**config.mk**
```make
export PLATFORM = sky130hd
export DESIGN_NAME = opl3_host_reg_writer
export DESIGN_NICKNAME = d
export VERILOG_FILES = /design/src/rtl/opl3_host_reg_writer.sv
export SDC_FILE = /design/constraint.sdc
export NUM_CORES = 1
export LEC_CHECK = 0
export ABC_AREA = 1
export CAP_MARGIN = 15
export CORE_ASPECT_RATIO = 1.25
export CORE_MARGIN = 5
export CORE_UTILIZATION = 62
export CTS_CLUSTER_SIZE = 16
export DETAILED_ROUTE_END_ITERATION = 7
export PLACE_DENSITY = 0.81
export SYNTH_ARGS = -nofsm -noshare
export SYNTH_HDL_FRONTEND = slang
export SYNTH_SLANG_ARGS = --single-unit
```
**constraint.sdc**
```tcl
create_clock -name clk -period 4.6 [get_ports clk]
set_input_delay 0.92 -clock clk [delete_from_list [all_inputs] [get_ports clk]]
set_output_delay 0.92 -clock clk [all_outputs]
set_load 0.01 [all_outputs]
```
**src/rtl/opl3_host_reg_writer.sv**
```systemverilog
// Host-side OPL3 register writer: latches address writes, queues data writes in a small FIFO
// and issues them to the synthesis core paced at least MIN_WR_GAP clocks apart.
// opl3_reg_wr packing: [17] valid, [16] bank_num, [15:8] address, [7:0] data.
module opl3_host_reg_writer #(
   parameter int unsigned FIFO_DEPTH = 4,
   parameter int unsigned MIN_WR_GAP = 32
) (
   input  logic        clk,
   input  logic        rst_n,
   input  logic        host_wr,
   input  logic [1:0]  host_addr,
   input  logic [7:0]  host_din,
   output logic [17:0] opl3_reg_wr,
   output logic        fifo_full,
   output logic        busy,
   output logic        overflow,
   input  logic        overflow_clr
);

   localparam int unsigned PtrW = $clog2(FIFO_DEPTH);
   localparam int unsigned CntW = $clog2(MIN_WR_GAP + 1);
   localparam logic [CntW-1:0] GapLoad = CntW'(MIN_WR_GAP - 1);

   typedef enum logic [1:0] {StIdle, StIssue, StGap} state_e;

   state_e          state_q, state_d;
   logic [CntW-1:0] gap_cnt_q, gap_cnt_d;
   logic [PtrW:0]   wr_ptr_q, wr_ptr_d;
   logic [PtrW:0]   rd_ptr_q, rd_ptr_d;
   logic [7:0]      addr_latch_q, addr_latch_d;
   logic            bank_latch_q, bank_latch_d;
   logic            valid_q, valid_d;
   logic [16:0]     out_q, out_d;
   logic            overflow_q, overflow_d;
   logic [16:0]     mem_q [FIFO_DEPTH];

   logic        empty, full, pop, push, drop, data_wr, addr_wr;
   logic [16:0] head;

   // Extra wrap bit distinguishes full from empty when the index bits match.
   assign empty = (wr_ptr_q == rd_ptr_q);
   assign full  = (wr_ptr_q[PtrW] != rd_ptr_q[PtrW]) &&
                  (wr_ptr_q[PtrW-1:0] == rd_ptr_q[PtrW-1:0]);
   assign head  = mem_q[rd_ptr_q[PtrW-1:0]];

   assign data_wr = host_wr & host_addr[0];
   assign addr_wr = host_wr & ~host_addr[0];
   // A pop in the same cycle frees the slot a full FIFO would otherwise refuse.
   assign push    = data_wr & (~full | pop);
   assign drop    = data_wr & full & ~pop;

   always_comb begin
      pop       = 1'b0;
      state_d   = state_q;
      gap_cnt_d = gap_cnt_q;
      unique case (state_q)
         StIdle: pop = ~empty;
         StIssue, StGap: begin
            if (gap_cnt_q == '0) begin
               pop     = ~empty;
               state_d = StIdle;
            end else begin
               state_d   = StGap;
               gap_cnt_d = gap_cnt_q - CntW'(1);
            end
         end
         default: state_d = StIdle;
      endcase
      // The pop edge loads the output register; ISSUE is the cycle valid is high.
      if (pop) begin
         state_d   = StIssue;
         gap_cnt_d = GapLoad;
      end
   end

   always_comb begin
      wr_ptr_d     = wr_ptr_q + (PtrW + 1)'(push);
      rd_ptr_d     = rd_ptr_q + (PtrW + 1)'(pop);
      addr_latch_d = addr_wr ? host_din : addr_latch_q;
      bank_latch_d = addr_wr ? host_addr[1] : bank_latch_q;
      valid_d      = pop;
      out_d        = pop ? head : out_q;
      overflow_d   = overflow_q;
      if (overflow_clr) begin
         overflow_d = 1'b0;
      end else if (drop) begin
         overflow_d = 1'b1;
      end
   end

   always_ff @(posedge clk or negedge rst_n) begin
      if (!rst_n) begin
         state_q      <= StIdle;
         gap_cnt_q    <= '0;
         wr_ptr_q     <= '0;
         rd_ptr_q     <= '0;
         addr_latch_q <= '0;
         bank_latch_q <= 1'b0;
         valid_q      <= 1'b0;
         out_q        <= '0;
         overflow_q   <= 1'b0;
      end else begin
         state_q      <= state_d;
         gap_cnt_q    <= gap_cnt_d;
         wr_ptr_q     <= wr_ptr_d;
         rd_ptr_q     <= rd_ptr_d;
         addr_latch_q <= addr_latch_d;
         bank_latch_q <= bank_latch_d;
         valid_q      <= valid_d;
         out_q        <= out_d;
         overflow_q   <= overflow_d;
      end
   end

   always_ff @(posedge clk) begin
      if (push) begin
         mem_q[wr_ptr_q[PtrW-1:0]] <= {bank_latch_q, addr_latch_q, host_din};
      end
   end

   assign opl3_reg_wr = {valid_q, out_q};
   assign fifo_full   = full;
   assign busy        = (state_q != StIdle) | ~empty;
   assign overflow    = overflow_q;

endmodule

```
==> results of run 1 <==
==> registers in the layout, summed over array words and instances (netlist names) <==
register      flops
mem_q            68
out_q            17
addr_latch_q      8
gap_cnt_q         6
rd_ptr_q          3
wr_ptr_q          3
state_q           2
bank_latch_q      1
overflow          1
valid_q           1
==> synthesized netlist by cell type <==
master     n
inv_2      1
buf_2      6
inv_1     17
nor2_2     6
buf_6      2
dfrtp_1   42
edfxtp_1  68
inv_4      2
nand2_2   11
mux2_2     9
nor2_1    56
nand3_1    8
clkbuf_1   5
a21oi_1    1
nor3_1     1
nand2_1   71
nand2_4    2
xor2_1     2
buf_12     1
xnor2_2    1
o21ai_1    1
nand3_2    1
nand3_4    1
o32ai_1   17
ha_1       7
buf_4      2
nand4_1    2
o21ai_0   20
==> worst max-delay path, cell delays in order (launching register included) <==
cell and delay (ps):
dfrtp_1 540, inv_4 350, nand2_2 90, nand2_2 90
nand2_1 70, nor2_1 230, clkdlybuf4s50_1 600
==> cells by family (layout without fill, tap and decap cells) <==
kind of cell | count (synthesis) | in the layout | share of synthesized area, %
DFF | 110 | 110 | 69.5
AOI/OAI and AO/OA | 39 | 39 | 5.82
buffers and inverters | 36 | 72 | 4.19
xor gates and xnor gates | 3 | 3 | 0.759
and+or+nand+nor | 159 | 159 | 15.5
muxes | 9 | 9 | 2.28
adders and majority gates | 7 | 7 | 1.97
==> final cells by class <==
class,count,area (um2),share of cell area (%)
inverter,20,80.1,1.59
multi-input combinational,217,1170,23.3
timing repair buffer,36,350,6.97
clock inverter,5,88.8,1.77
tap,90,113,2.24
sequential,110,3090,61.5
clock buffer,11,131,2.61
==> per-stage QoR <==
step	worst slack, ps	std cells	util, %	power (uW)
global route	1190	489	72.1	3490
floorplan	2460	363	-	2310
global placement	1790	473	68.9	2600
CTS	1310	489	72.1	3280
detailed placement	1740	473	68.9	2660
finish	1350	489	72.1	3270
==> worst paths after layout <==
path	start	depth (start not counted)	slack [ps]	end
worst min register to register	gap_cnt_q[0]	2	490	gap_cnt_q[0]
worst max-delay path	rd_ptr_q[0]	6	1350	fifo_full
worst min-delay path	gap_cnt_q[0]	2	490	gap_cnt_q[0]
min in group asynchronous	rst_n	1	710	overflow
worst max register to register	rd_ptr_q[0]	8	1770	mem_q[0][2]
max in group asynchronous	rst_n	1	3260	gap_cnt_q[3]
==> per-layer routing <==
layer | track usage (%) | vias to the layer above | wire length, um
met2 | 30.2 | 89 | 3970
met1 | 24.9 | 1294 | 3330
met4 | 9.05 | 0 | 129
li1 | - | 1306 | -
met3 | 2.52 | 8 | 452
met5 | 0 | - | 0
==> where the power goes <==
part	leakage, uW	internal, uW	total [uW]	switching [uW]
combinational	0.000767	463	1220	755
sequential	0.00112	1290	1420	129
clock	0.000110	315	630	315
total	0.00200	2070	3270	1200
==> metrics.md, run 1 <==
| Metric | Value |
|---|---|
| Syn Nets | `384` |
| Design area | `0.00503 mm2` |
| CP endpoint kind | `output pin` |
| ANT cells | `0` |
| Rel. slew slack | `34.0%` |
| Die Span Y | `105 um` |
| Synth area leaders | `edfxtp_1 46%, dfrtp_1 24%, nand2_1 6.0%` |
| Fin crit period | `3250 ps` |
| Core box area | `0.00698 mm2` |
| Routability congestion estimate from global placement | `0.805` |
| Hold Path Class | `reg -> reg` |
| CTS clk-pin slew, worst paths | `100 ps` |
| P&R area growth vs syn | `13.0%` |
| Fin Setup TNS | `0 ps` |
| Clock latency on the worst-skew pair | `360 ps` |
| Critical path data required time | `3680 ps` |
| Clk_skew | `13.6 ps` |
| Leak Pwr | `0.00200 uW` |
| Final Max Tran Viols | `0` |
| CTS resizes | `0` |
| Drt total wl | `7890 um` |
| Critical path type | `reg -> out` |
| RSZ-0062 raised after global routing | `no` |
| Ports | `35` |
| CTS tree | `built` |
| Chip width | `85.8 um` |
| WHS | `486 ps` |
| Antenna violations before repair | `0` |
| Filler cells | `485` |
| Commonest non-fill, non-tap cells in the layout | `71 x nand2_1, 68 x edfxtp_1, 56 x nor2_1, 42 x dfrtp_1, 33 x clkdlybuf4s50_1` |
| Most common cell after layout, fill and taps aside | `nand2_1` |
| Vias | `2,697` |
| Area leader, netlist | `edfxtp_1` |
| Critical path arrival | `2330 ps` |
| Startpoint types | `flop` |
| Total GRT Usage | `18.7%` |
| Final hold violations | `0` |
| Status | `complete, no violations` |
| Nets | `415` |
| Root Driver | `clkbuf_8` |
| Starting Density | `63.8%` |
| Initial DRC count | `246` |
| Synth top area share | `45.9%` |
| GR Overflow Total | `0` |
| Detailed-placement wirelength estimate | `4990 um` |
| Vias in the first global route | `2,662` |
| Postcts setup bufs | `0` |
| FMAX | `0.307 GHz` |
| WL/cell | `16.1 um` |
| Routed Antenna Nets | `0` |
| Share of layout cells above drive strength 1 | `12.8%` |
| Largest net degree at the start of global routing | `43` |
| Yosys synthesis warning count | `0` |
| # DRC | `0` |
| CTS Hold Buffers Added | `0` |
| Detail-routed via count per cell | `5.52` |
| First-pass GRT wire length | `12,900 um` |
| Clk sinks | `110` |
| H-Tree Depth | `3` |
| Placed standard-cell area | `0.00481 mm2` |
| Die area | `0.00899 mm2` |
| First-pass detailed-route iteration total | `5` |
| Max-Cap Viols | `0` |
| IO Port Bufs | `34` |
| Row cnt | `34` |
| Synthesized cell area | `0.00445 mm2` |
| Yosys cell types | `28` |
| Critical path peak fanout | `35` |
| Post-Syn Instances | `363` |
| Syn Area/Cell | `12.3 um2` |
| CTS Buf Count | `9` |
| Final period util | `70.8%` |
| Seq/Total Area, Yosys | `69.5%` |
| Max clock buf depth | `2` |
| FF+latch count, synth | `110` |
| Setup Viol. Count Final | `0` |
| Slew @ Worst Pin | `990 ps` |
| Power per cell area | `649 mW/mm2` |
| IR drop worst, VDD | `0.414 mV` |
Note: power is estimated with default switching activity, not from simulation.
==> run 2: changes to the inputs <==
- CORE_UTILIZATION: 62 -> 52
- PLACE_DENSITY: 0.81 -> 0.72
- clock period: 4.6 -> 2.67 ns (I/O delays scaled with it)
==> metrics.md, run 2 (synthesis results as in run 1) <==
| Metric | Value |
|---|---|
| Drt total wl | `7760 um (was 7890 um)` |
| Core box area | `0.00829 mm2 (was 0.00698 mm2)` |
| R2R setup slack | `640 ps (was 1770 ps)` |
| Root Driver | `clkbuf_8 (unchanged)` |
| P&R area growth vs syn | `14.8% (was 13.0%)` |
| Setup Viol. Count Final | `0 (unchanged)` |
| Chip width | `92.8 um (was 85.8 um)` |
| Hold Path Class | `in -> async (was reg -> reg)` |
| H-Tree Depth | `3 (unchanged)` |
| ANT cells | `0 (unchanged)` |
| Largest net degree at the start of global routing | `36 (was 43)` |
| Final period util | `93.7%` |
| Clock latency on the worst-skew pair | `370 ps (was 360 ps)` |
| Status | `complete, no violations (unchanged)` |
| Max clock buf depth | `2 (unchanged)` |
| CTS Buf Count | `9 (unchanged)` |
| Vias | `2,689 (was 2,697)` |
| Reg2reg end | `rd_ptr_q[2] (was mem_q[0][2])` |
| CP endpoint kind | `output pin (unchanged)` |
| # DRC | `0 (unchanged)` |
| IO Port Bufs | `34 (unchanged)` |
| Placed Cells | `487 (was 473)` |
| Critical Path Max Stage Delay | `590 ps (was 600 ps)` |
| Slew @ Worst Pin | `506 ps (was 990 ps)` |
| Power per cell area | `1120 mW/mm2 (was 649 mW/mm2)` |
| IR drop worst, VDD | `0.390 mV (was 0.414 mV)` |
| Final Max Tran Viols | `0 (unchanged)` |
| FMAX | `0.400 GHz` |
| Critical path type | `reg -> out (unchanged)` |
| Row cnt | `37 (was 34)` |
| Critical path peak fanout | `5 (was 35)` |
| Delay-heaviest family, CP | `buffers and inverters (unchanged)` |
| CTS Hold Buffers Added | `0 (unchanged)` |
| WP buf/inv | `1 (was 2)` |
| Postcts setup bufs | `0 (unchanged)` |
| Max reg flops | `68 (unchanged)` |
| Clk sinks | `110 (unchanged)` |
| Routed Antenna Nets | `0 (unchanged)` |
| Worst reg2reg path startpoint | `gap_cnt_q[0] (was rd_ptr_q[0])` |
| Startpoint types | `flop (unchanged)` |
| Fin Setup TNS | `0 ps (unchanged)` |
| Critical path data required time | `2140 ps (was 3680 ps)` |
| Detail-routed via count per cell | `5.35 (was 5.52)` |
| Die area | `0.0105 mm2 (was 0.00899 mm2)` |
| Total GRT Usage | `16.4% (was 18.7%)` |
| Reg2Reg Depth | `11 (was 8)` |
| Crit path cell chain | `xnor2_2 > nand2_1 > nor2_1 > clkdlybuf4s50_1 (was inv_4 > nand2_2 > nand2_2 > nand2_1 > nor2_1 > clkdlybuf4s50_1)` |
| Leak Pwr | `0.00204 uW (was 0.00200 uW)` |
| Die Span Y | `113 um (was 105 um)` |
| Util after Layout | `61.7% (was 72.1%)` |
| First-pass GRT wire length | `13,100 um (was 12,900 um)` |
| CTS tree | `built (unchanged)` |
| CTS clk-pin slew, worst paths | `110 ps (was 100 ps)` |
| Ports | `35 (unchanged)` |
| Fin crit period | `2500 ps` |
| Slowest cell on the critical path | `clkdlybuf4s50_1 (unchanged)` |
| Max-Cap Viols | `0 (unchanged)` |
| Nets | `422 (was 415)` |
| Routability congestion estimate from global placement | `0.752 (was 0.805)` |
| Most common cell after layout, fill and taps aside | `nand2_1 (unchanged)` |
| Share of layout cells above drive strength 1 | `14.8% (was 12.8%)` |
| Rel. slew slack | `66.2% (was 34.0%)` |
| Non-Filler Instances | `503 (was 489)` |
| CTS resizes | `0 (unchanged)` |
| WL/cell | `15.4 um (was 16.1 um)` |
| Critical path arrival | `1970 ps (was 2330 ps)` |
| GR Overflow Total | `0 (unchanged)` |
| First-pass detailed-route iteration total | `4 (was 5)` |
| Detailed-placement wirelength estimate | `4870 um (was 4990 um)` |
| Final hold violations | `0 (unchanged)` |
| Starting Density | `53.7% (was 63.8%)` |
| Commonest non-fill, non-tap cells in the layout | `71 x nand2_1, 68 x edfxtp_1, 56 x nor2_1, 42 x dfrtp_1, 33 x clkdlybuf4s50_1 (unchanged)` |
| RSZ-0062 raised after global routing | `no (unchanged)` |
| Initial DRC count | `142 (was 246)` |
| Vias in the first global route | `2,640 (was 2,662)` |
| Antenna violations before repair | `0 (unchanged)` |
| Clk_skew | `11.7 ps (was 13.6 ps)` |
==> run 2: cell count changes in the layout (fill, tap and decap cells not counted), sizes merged <==
cell,previous run,this run
buf,3,10
clkinv,0,3
clkbuf,11,9
inv,23,22
==> run 2: cell type report <==
| cell class | count | area, um2 |
|---|---|---|
| flip-flops and latches | 110 | 3090 |
| inverters | 20 | 80.1 |
| well taps | 97 | 121 |
| clock inverters | 7 | 116 |
| multi-input cells | 217 | 1170 |
| clock buffers | 9 | 124 |
| repair buffers | 43 | 403 |
| fillers | 634 | 3180 |
==> run 2: metrics by stage <==
stage / cell area, um2 / total power (uW) / setup WS (ps) / hold WS (ps)
5_1_grt: 5110 / 6140 / 53.2 / 136
4_1_cts: 5110 / 5760 / 154 / 112
2_1_floorplan: 4450 / 3990 / 529 / 238
3_3_place_gp: 4870 / 4560 / 603 / 462
6_report: 5110 / 5700 / 168 / 103
3_5_place_dp: 4870 / 4630 / 583 / 464
==> run 2: where the power goes <==
group,total [uW],switching [uW],internal [uW]
combinational,2150,1310,833
sequential,2420,200,2220
clock,1130,579,552
==> run 2: how the worst max path moves through the flow <==
stage	startpoint	end	slack (ps)	cells after the start
detailed placement	wr_ptr_q[1]	fifo_full	580	4
CTS	wr_ptr_q[1]	fifo_full	150	4
global route	wr_ptr_q[1]	fifo_full	50	4
finish	wr_ptr_q[1]	fifo_full	170	4
floorplan	gap_cnt_q[0]	mem_q[0][0]	530	11
global placement	wr_ptr_q[1]	fifo_full	600	4
==> run 2: routing by layer <==
layer | track usage [%] | vias up | wire length, um | share of wire [%]
met5 | 0 | - | 0 | 0
met4 | 7.33 | 0 | 175 | 2.3
met3 | 2.97 | 15 | 415 | 5.3
met2 | 27.3 | 70 | 3850 | 50
met1 | 21.1 | 1288 | 3320 | 43
li1 | - | 1316 | - | -
